==> src/rtl/mem_bist_ctrl.sv <==
// Two-pass memory BIST controller: write/read a background pattern, then write/read its inverse.
// Define MEM_BIST_ERR_LOG_EN to enable the first-failure capture and error counter.
module mem_bist_ctrl #(
  parameter int ADDR_W = 6,
  parameter int DATA_W = 8
) (
  input  logic              clk,
  input  logic              rst,
  input  logic              start,
  input  logic [DATA_W-1:0] pattern,
  output logic              en,
  output logic              wr0,
  output logic              wr1,
  output logic [ADDR_W-1:0] add0,
  output logic [ADDR_W-1:0] add1,
  output logic [DATA_W-1:0] data0_in,
  output logic [DATA_W-1:0] data1_in,
  input  logic [DATA_W-1:0] data0_out,
  input  logic [DATA_W-1:0] data1_out,
  output logic              busy,
  output logic              done,
  output logic              pass,
  output logic [ADDR_W-1:0] fail_addr,
  output logic [DATA_W-1:0] fail_data,
  output logic [6:0]        err_count
);

  typedef enum logic [2:0] {IDLE, W_BG, R_BG, W_INV, R_INV, DONE} state_t;

  localparam logic [ADDR_W-1:0] LAST = '1;

  state_t            state, next;
  logic [ADDR_W-1:0] cnt;
  logic              drain;
  logic [DATA_W-1:0] pat;
  logic              accept;
  logic              rd_issue;
  logic              rd_valid;
  logic              rd_port1;
  logic [DATA_W-1:0] rd_exp;
  logic [DATA_W-1:0] rd_data;
  logic              mismatch;

  always_ff @(posedge clk or negedge rst) begin
    if (!rst) state <= IDLE;
    else      state <= next;
  end

  always_comb begin
    next     = state;
    accept   = 1'b0;
    busy     = 1'b0;
    done     = 1'b0;
    wr0      = 1'b1;
    wr1      = 1'b1;
    add0     = '0;
    add1     = '0;
    data0_in = '0;
    data1_in = '0;
    rd_issue = 1'b0;
    case (state)
      IDLE: begin
        if (start) begin
          next   = W_BG;
          accept = 1'b1;
        end
      end
      W_BG: begin
        busy     = 1'b1;
        wr0      = 1'b0;
        add0     = cnt;
        data0_in = pat;
        if (cnt == LAST) next = R_BG;
      end
      R_BG: begin
        busy     = 1'b1;
        add1     = cnt;
        rd_issue = !drain;
        if (drain) next = W_INV;
      end
      W_INV: begin
        busy     = 1'b1;
        wr1      = 1'b0;
        add1     = cnt;
        data1_in = ~pat;
        if (cnt == '0) next = R_INV;
      end
      R_INV: begin
        busy     = 1'b1;
        add0     = cnt;
        rd_issue = !drain;
        if (drain) next = DONE;
      end
      DONE: begin
        done = 1'b1;
        next = IDLE;
      end
      default: next = IDLE;
    endcase
    en = busy;
  end

  // Read phases end with one drain cycle so the last read's data can still be compared.
  always_ff @(posedge clk or negedge rst) begin
    if (!rst) begin
      cnt   <= '0;
      drain <= 1'b0;
    end else begin
      case (state)
        W_BG: cnt <= (cnt == LAST) ? '0 : cnt + 1'b1;
        R_BG: begin
          if (drain) begin
            drain <= 1'b0;
            cnt   <= LAST;
          end else if (cnt == LAST) drain <= 1'b1;
          else cnt <= cnt + 1'b1;
        end
        W_INV: cnt <= (cnt == '0) ? LAST : cnt - 1'b1;
        R_INV: begin
          if (drain) begin
            drain <= 1'b0;
            cnt   <= '0;
          end else if (cnt == '0) drain <= 1'b1;
          else cnt <= cnt - 1'b1;
        end
        default: begin
          cnt   <= '0;
          drain <= 1'b0;
        end
      endcase
    end
  end

  always_ff @(posedge clk or negedge rst) begin
    if (!rst) begin
      pat      <= '0;
      pass     <= 1'b0;
      rd_valid <= 1'b0;
      rd_port1 <= 1'b0;
      rd_exp   <= '0;
    end else begin
      rd_valid <= rd_issue;
      rd_port1 <= (state == R_BG);
      rd_exp   <= (state == R_INV) ? ~pat : pat;
      if (accept) begin
        pat  <= pattern;
        pass <= 1'b1;
      end else if (mismatch) begin
        pass <= 1'b0;
      end
    end
  end

  assign rd_data  = rd_port1 ? data1_out : data0_out;
  assign mismatch = rd_valid && (rd_data != rd_exp);

`ifdef MEM_BIST_ERR_LOG_EN
  logic [ADDR_W-1:0] rd_addr;

  always_ff @(posedge clk or negedge rst) begin
    if (!rst) begin
      rd_addr   <= '0;
      fail_addr <= '0;
      fail_data <= '0;
      err_count <= '0;
    end else begin
      rd_addr <= cnt;
      if (accept) begin
        fail_addr <= '0;
        fail_data <= '0;
        err_count <= '0;
      end else if (mismatch) begin
        if (err_count == '0) begin
          fail_addr <= rd_addr;
          fail_data <= rd_data;
        end
        if (err_count != 7'h7F) err_count <= err_count + 7'd1;
      end
    end
  end
`else
  assign fail_addr = '0;
  assign fail_data = '0;
  assign err_count = '0;
`endif

endmodule

==> config.mk <==
export PLATFORM = sky130hd
export DESIGN_NAME = mem_bist_ctrl
export DESIGN_NICKNAME = d
export VERILOG_FILES = /design/src/rtl/mem_bist_ctrl.sv
export SDC_FILE = /design/constraint.sdc
export NUM_CORES = 1
export LEC_CHECK = 0
export CAP_MARGIN = 10
export CELL_PAD_IN_SITES_DETAIL_PLACEMENT = 2
export CELL_PAD_IN_SITES_GLOBAL_PLACEMENT = 2
export CORE_UTILIZATION = 27
export CTS_CLUSTER_SIZE = 8
export DETAILED_ROUTE_END_ITERATION = 8
export GPL_TIMING_DRIVEN = 0
export PLACE_DENSITY = 0.95
export SLEW_MARGIN = 10
export SYNTH_ARGS = -nofsm -noshare
export SYNTH_HDL_FRONTEND = slang
export SYNTH_SLANG_ARGS = --single-unit
==> constraint.sdc <==
create_clock -name clk -period 4.6 [get_ports clk]
set_clock_uncertainty 0.1 [all_clocks]
set_input_delay 1.38 -clock clk [delete_from_list [all_inputs] [get_ports clk]]
set_output_delay 1.38 -clock clk [all_outputs]
set_load 0.005 [all_outputs]
==> impl_metrics.json <==
{
  "synthTopCellsByArea": "dfrtp_1, buf_4, xor2_1",
  "crit_path_end_kind": "output pin",
  "area_growth_pct": 41.01,
  "worstRegToRegCells": 6,
  "reg2reg_from": "cnt[0]",
  "final_layout_size_suffix_gt1_share_pct": 17.39,
  "path_buf_inv": 2,
  "max_freq_mhz": 256.7,
  "yosys-top-cells-count": "dfrtp_1, nor2_1, buf_4",
  "rr_endpoint": "cnt[5]",
  "synth-edff-count": 0,
  "dp_worst_setup_slack_ns": 1.012,
  "clk_latency_ns": 0.29,
  "grt_overflow": 0,
  "rows": 32,
  "yosys.area.top_type": "dfrtp_1",
  "clkTransAtPathRegs_ns": 0.07,
  "fillers": 853,
  "via_per_inst": 4.658,
  "ys_ff_latch": 29,
  "p_comb_share_pct": 12.9,
  "ios": 82,
  "initial_core_util_pct": 27.91,
  "cts.sink_count": 29,
  "slowest_delay_ns": 0.53,
  "numPortBuffers": 60,
  "drv_slew": 0,
  "swShare_pct": 24.39,
  "crit_slowest_cell": "nor3b_2",
  "clockBufferDepth": 2,
  "synth_ff_type": "dfrtp_1",
  "setup_viol": 0,
  "setup_ws_ns": 0.7045,
  "cts_buffers": 5,
  "ant_nets": 0,
  "tns_ns": 0,
  "cts_tree": "built",
  "p_int_uw": 428.5,
  "power_density_nw_per_um2": 186.3,
  "grt_use_total_pct": 19.21,
  "hold_buffers": 0,
  "cp.required_ns": 3.12,
  "vias": 1975,
  "cts-resized-gates": 0,
  "cp_cell_sequence": "buf_4 -> nor3b_2 -> nor2_1 -> nor2b_1 -> clkdlybuf4s50_1",
  "die_h_um": 91.38,
  "firstDrtPassIters": 4,
  "placed_cell_area_um2": 2955,
  "synth.most_common_cell": "dfrtp_1",
  "post-route-util_pct": 39.36,
  "synth_top_area_share_pct": 33.64,
  "grt_pass1_wl_um": 12290,
  "synthCells": 235,
  "drc_errors": 0,
  "period_share_pct": 84.69,
  "crit_cells": 5,
  "grt_pass1_vias": 2175,
  "yosys.cell_types.count": 48,
  "relSlewSlack_pct": 51.38,
  "fin_crit_ns": 3.896,
  "yosysSeqAreaShare_pct": 33.64,
  "start_kind": "flop",
  "critPathMaxFanout": 10,
  "die_area_um2": 8350,
  "r2r_slack_ns": 2.41,
  "crit_path_start": "state[1]",
  "path_class": "reg2out",
  "drt_wl_total_um": 7566,
  "htreeDepth": 2,
  "worst_pin_slew_ns": 0.7294,
  "yosysWarnings": 0,
  "nets": 352,
  "rsz0062_at_grt": "no",
  "final_area_um2": 3042,
  "status": "completed",
  "clkPwrFrac_pct": 39.4,
  "syn_area_um2": 2157,
  "vdd_ir_drop_max_mv": 0.08378,
  "power_frac_seq_pct": 47.7,
  "hold_viol_final": 0,
  "synthArstFlopShare_pct": 100.0,
  "root_buffer": "clkbuf_8",
  "gp_congestion": 0.8201,
  "crit_family": "simple AND/OR/NAND/NOR gates",
  "chipWidth_um": 91.38,
  "worstPathArrival_ns": 2.42,
  "dp_hpwl_um": 5761,
  "p_leak_nw": 1.350,
  "first_iter_violations": 86,
  "syn_avg_cell_area_um2": 9.179,
  "antenna_found_initial": 0,
  "hold_class": "reg2reg",
  "grt_max_degree": 30,
  "max_cap_viol_count": 0,
  "postCtsSetupBuffers": 0,
  "switching_power_uw": 138.2,
  "min_from": "pass",
  "endpoint": "add0[4]",
  "coreArea_um2": 7727,
  "antenna_cells": 0,
  "routedWlPerCell_um": 17.84
}
power groups by stage:
| stage | combinational (mW) | sequential (mW) | clock (mW) |
|---|---|---|---|
| after CTS | 0.0734 | 0.270 | 0.227 |
| after detailed placement | 0.0730 | 0.275 | 0 |
| after global routing | 0.0800 | 0.271 | 0.234 |
| after global placement | 0.0698 | 0.274 | 0 |
| final | 0.0732 | 0.270 | 0.223 |
| after floorplan | 0.0331 | 0.272 | 0 |
final cells by class:
class                           count  area [um2]  share of cell area (%)
Multi-Input combinational cell    186        1249                   41.05
Clock buffer                        7       86.33                   2.838
Tap cell                          102       127.6                   4.196
Inverter                            7       26.28                  0.8638
Buffer                             33       231.5                   7.610
Sequential cell                    29       725.7                   23.86
Timing Repair Buffer               60       595.6                   19.58
per-stage QoR:
stage	total power [mW]	hold WS [ns]	instances
CTS	0.5703	0.4001	424
floorplan	0.3051	0.3723	255
detailed placement	0.3479	0.3848	417
finish	0.5668	0.4009	424
global placement	0.3436	0.3622	417
global route	0.5849	0.4233	424
worst min-delay path by stage:
| stage | end | slack, ns | depth (start not counted) |
|---|---|---|---|
| 6_report | pass | 0.40 | 1 |
| 5_1_grt | pass | 0.42 | 1 |
| 4_1_cts | pass | 0.40 | 1 |
| 3_5_place_dp | pass | 0.38 | 1 |
| 3_3_place_gp | pass | 0.36 | 1 |
| 2_1_floorplan | rd_exp[0] | 0.37 | 1 |
cells by family (layout without fill, tap and decap cells):
kind of cell | count (synthesis) | after routing | synth area share [%]
other | 1 | 21 | 0.1738
flip-flops | 29 | 29 | 33.64
multiplexers | 18 | 18 | 8.875
buffers and inverters | 40 | 107 | 11.95
AO/OA/AOI/OAI | 38 | 38 | 12.70
adder cells (fa/ha/maj) | 3 | 3 | 1.740
XOR/XNOR | 25 | 25 | 10.15
AND/OR/NAND/NOR | 81 | 81 | 20.77
state kept, by name (all words and copies together) (netlist names):
signal and count:
cnt 6, drain 1, pass 1, state 3
rd_valid 1, rd_port1 1, rd_exp 8, pat 8
metal layers:
metal	GRT usage [%]	wire length, um	part of all wire [%]
met5	0	0	0
met2	34.84	3954	52
met4	7.011	142	1.9
met1	23.24	3267	43
met3	2.010	201	2.7
layout by cell type, fill, tap and decap left out, drive strengths merged, types with 2 or more instances in the layout:
| cell | n |
|---|---|
| clkdlybuf4s50 | 59 |
| buf | 34 |
| dfrtp | 29 |
| nor2 | 26 |
| conb | 21 |
| xor2 | 18 |
| nand2 | 12 |
| o21ai | 12 |
| and2 | 11 |
| mux2i | 9 |
| mux2 | 9 |
| xnor2 | 7 |
| inv | 7 |
| clkbuf | 7 |
| nor3 | 6 |
| nand3 | 6 |
| nor2b | 5 |
| a21oi | 5 |
| nor3b | 4 |
| nand2b | 3 |
| a211oi | 3 |
| ha | 3 |
| o31ai | 3 |
| or3 | 2 |
| nand4 | 2 |
| a21o | 2 |
| o22ai | 2 |
| nor4b | 2 |
worst register-to-register path, stage by stage (launching register included):
cell	delay, ns
dfrtp_1	0.50
ha_1	0.29
nand2_1	0.29
o311ai_2	0.45
a21oi_1	0.09
a211oi_1	0.26
o21ai_1	0.09
No activity file was read; power rests on OpenSTA's default activity.
